[src/rtl/full_adder_pkg.sv]
// Shared constants for the ripple-carry adder slice.
// Holds the value loaded into the registered outputs on reset.
package full_adder_pkg;

    localparam logic RST_VAL = 1'b0;

endpackage

[src/rtl/full_adder_bit.sv]
// One-bit full-adder cell; WIDTH copies chained by carry form the ripple adder.
module full_adder_bit (
    input  logic a,
    input  logic b,
    input  logic cin,
    output logic s,
    output logic cout
);

    assign s    = a ^ b ^ cin;
    assign cout = (a & b) | (a & cin) | (b & cin);

endmodule

[src/rtl/full_adder.sv]
// Parameterizable ripple-carry adder with a combinational result and a
// one-cycle registered copy qualified by a valid flag.
module full_adder
    import full_adder_pkg::*;
#(
    parameter int unsigned WIDTH = 1
) (
    input  logic             clk,
    input  logic             rst,
    input  logic [WIDTH-1:0] a,
    input  logic [WIDTH-1:0] b,
    input  logic             c,
    input  logic             in_valid,
    output logic [WIDTH-1:0] y,
    output logic             x,
    output logic [WIDTH-1:0] y_q,
    output logic             x_q,
    output logic             out_valid
);

    logic [WIDTH:0]   k;
    logic [WIDTH-1:0] y_d;
    logic             x_d;

    assign k[0] = c;

    for (genvar i = 0; i < WIDTH; i++) begin : g_bit
        full_adder_bit u_bit (
            .a    (a[i]),
            .b    (b[i]),
            .cin  (k[i]),
            .s    (y[i]),
            .cout (k[i+1])
        );
    end

    assign x = k[WIDTH];

    // Result registers hold their contents whenever no new operand is qualified.
    assign y_d = in_valid ? y : y_q;
    assign x_d = in_valid ? x : x_q;

    always_ff @(posedge clk or posedge rst) begin
        if (rst) begin
            y_q       <= {WIDTH{RST_VAL}};
            x_q       <= RST_VAL;
            out_valid <= 1'b0;
        end else begin
            y_q       <= y_d;
            x_q       <= x_d;
            out_valid <= in_valid;
        end
    end

endmodule

[config.mk]
export PLATFORM = sky130hd
export DESIGN_NAME = full_adder
export DESIGN_NICKNAME = d
export VERILOG_FILES = /design/src/rtl/full_adder_pkg.sv /design/src/rtl/full_adder_bit.sv /design/src/rtl/full_adder.sv
export SDC_FILE = /design/constraint.sdc
export NUM_CORES = 1
export LEC_CHECK = 0
export ABC_CLOCK_PERIOD_IN_PS = 3450
export CORE_AREA = 2 2 39 41
export DETAILED_ROUTE_END_ITERATION = 10
export DIE_AREA = 0 0 41 43
export PLACE_DENSITY = 0.39
export SYNTH_ARGS = -nofsm -noshare
export SYNTH_HDL_FRONTEND = slang
export SYNTH_SLANG_ARGS = --single-unit
[constraint.sdc]
create_clock -name clk -period 3.45 [get_ports clk]
set_input_delay 1.035 -clock clk [delete_from_list [all_inputs] [get_ports clk]]
set_output_delay 1.035 -clock clk [all_outputs]
set_load 0.01 [all_outputs]
==> flow_summary.yaml <==
synth:
  synth.mux.area_fraction: 0.186
  synth_compound_area_frac: 0
  netlist_instances: 7
  post-synth-top-area-cell: "dfrtp_1"
  largest_family_of_logic_cells_by_synthesized_area: "multiplexers"
  flip_flop_and_latch_count_after_synthesis: 3
  synth.net_count: 14
  mean_post_synth_cell_area_um2: 17.3
  synth.cell_area_um2: 121
  yosys_warnings: 0
  synthDominantCellAreaShare: 0.619
  ys_top_cells_by_area: "dfrtp_1, mux2_2, fa_1"
  synth_simple_gate_area_share: 0
  synth_cell_types: 4
  synth-seq-area-share: 0.619
  synth_adder_area_share: 0.165
  yosys.area_share.xor_xnor: 0
sta:
  fin_worst_skew_ps: 0
  report.final.hold_viol_count: 0
  layout_worst_path_cycle_share: 0.968
  min_period_ps: 3340
  relSlewSlack: 0.915
  timing_worst_slew_pin_value_ps: 127
  holdWs_ps: 506
  final-setup-viol-count: 0
  drv_slew: 0
  fmaxAchievable_mhz: 299
  rsz0062_at_grt: "no"
worst_setup_path:
  cpLargestDelayFamily: "buffers and inverters"
  cp_data_arrival_time_ps: 2310
  critical_path.max_stage_delay_ps: 560
  crit-reg2reg-launch: "x_q"
  timing.reg2reg.worst_path_depth: 1
  worst_r2r_endpoint: "x_q"
  crit_chain: "clkdlybuf4s50_1 > fa_1 > dlygate4sd2_1"
  timing.reg2reg.setup_slack_ps: 2690
  number_of_buffer_and_inverter_stages_on_the_critical_path: 2
  crit_path_top_delay_cell: "fa_1"
  critPathMaxFanout: 2
  cp-end-kind: "output pin"
  worst-setup-path-type: "primary input to output pin"
  worstSetupStartpointType: "primary input"
  cp_data_required_time_ps: 2410
pwr:
  power.ir.vdd_worst_mv: 0.105
  p_leak_nw: 0.112
  power.total_w: 0.000134
  power-per-cell-area_mw_per_mm2: 506
detailed_routing:
  drtPass1Iterations: 1
  route.detailed.vias_per_inst: 2.84
  vias: 105
  finalWirelength_um: 331
  final_routed_wire_length_divided_by_cell_count_um: 8.95
  route.antenna.remaining_nets: 0
  drt-initial-drc-count: 0
  number_of_drc_violations_after_detailed_routing: 0
layout:
  fillers: 151
  final-instance-count-excl-fill: 37
  nets: 29
  drive_gt1_frac: 0.238
  layout_commonest_cell: "clkdlybuf4s50_1"
  layout.cells.most_common_list: "clkdlybuf4s50_1, clkbuf_4, dfrtp_1"
  antennaDiodeCount: 0
  flow.area_growth_from_synthesis_pct: 119
  layout.cell_area.non_filler_um2: 265
die:
  die_y_um: 43
  design.die.area_mm2: 0.00176
  placement_rows: 14
  floorplan.io_pins: 11
  start_util: 0.0877
  dieWidth_um: 41
  placeableCoreArea_mm2: 0.00138
clocking:
  cts_root_cell: "clkbuf_4"
  cts.sinks: 3
  post_cts_hold_buffer_count: 0
  cts.clk_slew.worst_paths_ps: 40
  clk_path_buf_depth: 2
  cts_inserted_buffers: 3
  cts_tree: "yes"
  htree_num_levels: 1
  clk_latency_ps: 230
placed_design:
  gpl.final_weighted_congestion: 0.528
  place.port_buffers: 10
  detailed_place.area_um2: 241
  post-place-cells: 33
min_path:
  worst_hold_path_type: "register to register"
  whs_path_depth: 1
  end_of_the_worst_hold_path: "y_q"
  holdCritStartpoint: "y_q"
global_route:
  antenna_found_initial: 0
  grt_start_max_net_pins: 4
  grt_usage: 0.0514
  first_global_vias: 137
  gr-total-overflow: 0
  wire_length_of_the_first_global_routing_pass_um: 503
outcome:
  outcome: "completed"
job:
  max_cap_violations: 0
[how the worst max path moves through the flow]
| stage | slack, ps | end | depth (start not counted) | start |
|---|---|---|---|---|
| 2_1_floorplan | 800 | y | 1 | a |
| 3_3_place_gp | -160 | y | 3 | a |
| 3_5_place_dp | -160 | y | 3 | a |
| 4_1_cts | 100 | y | 3 | a |
| 5_1_grt | 70 | y | 3 | a |
| 6_report | 110 | y | 3 | a |
[through the flow]
step | utilization | setup WS, ps | setup TNS [ps]
after floorplan | - | 795 | 0
final | 0.192 | 109 | 0
after global placement | 0.175 | -159 | -167
after detailed placement | 0.175 | -163 | -163
after CTS | 0.192 | 104 | 0
after global routing | 0.192 | 69.8 | 0
[cell usage after synthesis]
master,number
dfrtp_1,3
fa_1,1
inv_1,1
mux2_2,2
[logic make-up (layout without fill, tap and decap cells)]
kind of cell | after synthesis | count (layout)
muxes | 2 | 2
DFF | 3 | 3
adders and majority gates | 1 | 1
buffers and inverters | 1 | 15
[power by group]
| group | internal [W] | switching [W] |
|---|---|---|
| sequential | 0.0000398 | 0.00000220 |
| clock | 0.0000434 | 0.0000187 |
| combinational | 0.0000192 | 0.0000109 |
[flip-flops by register name, summed over array words and instances (netlist names)]
signal and count:
out_valid 1, x_q 1, y_q 1
[timing repair]
| item | CTS | global route |
|---|---|---|
| buffers inserted | 0 | 0 |
| resized for setup | 2 | 0 |
| endpoints found under the setup margin | 2 | 0 |
[cell type report]
type | count | area (um2) | share of cell area
clock buffer | 4 | 26.3 | 0.0991
inverter | 1 | 3.75 | 0.0142
multi-input combinational | 3 | 42.5 | 0.160
sequential | 3 | 75.1 | 0.283
tap | 16 | 20.0 | 0.0755
timing repair buffer | 10 | 97.6 | 0.368
[routing by layer]
layer	global-route usage	wire [um]	vias up
li1	-	-	49
met1	0.0521	162	45
met2	0.0531	106	11
met3	0.0314	63	0
met4	0.0800	0	0
met5	0	0	-
No activity file was read; power rests on OpenSTA's default activity.
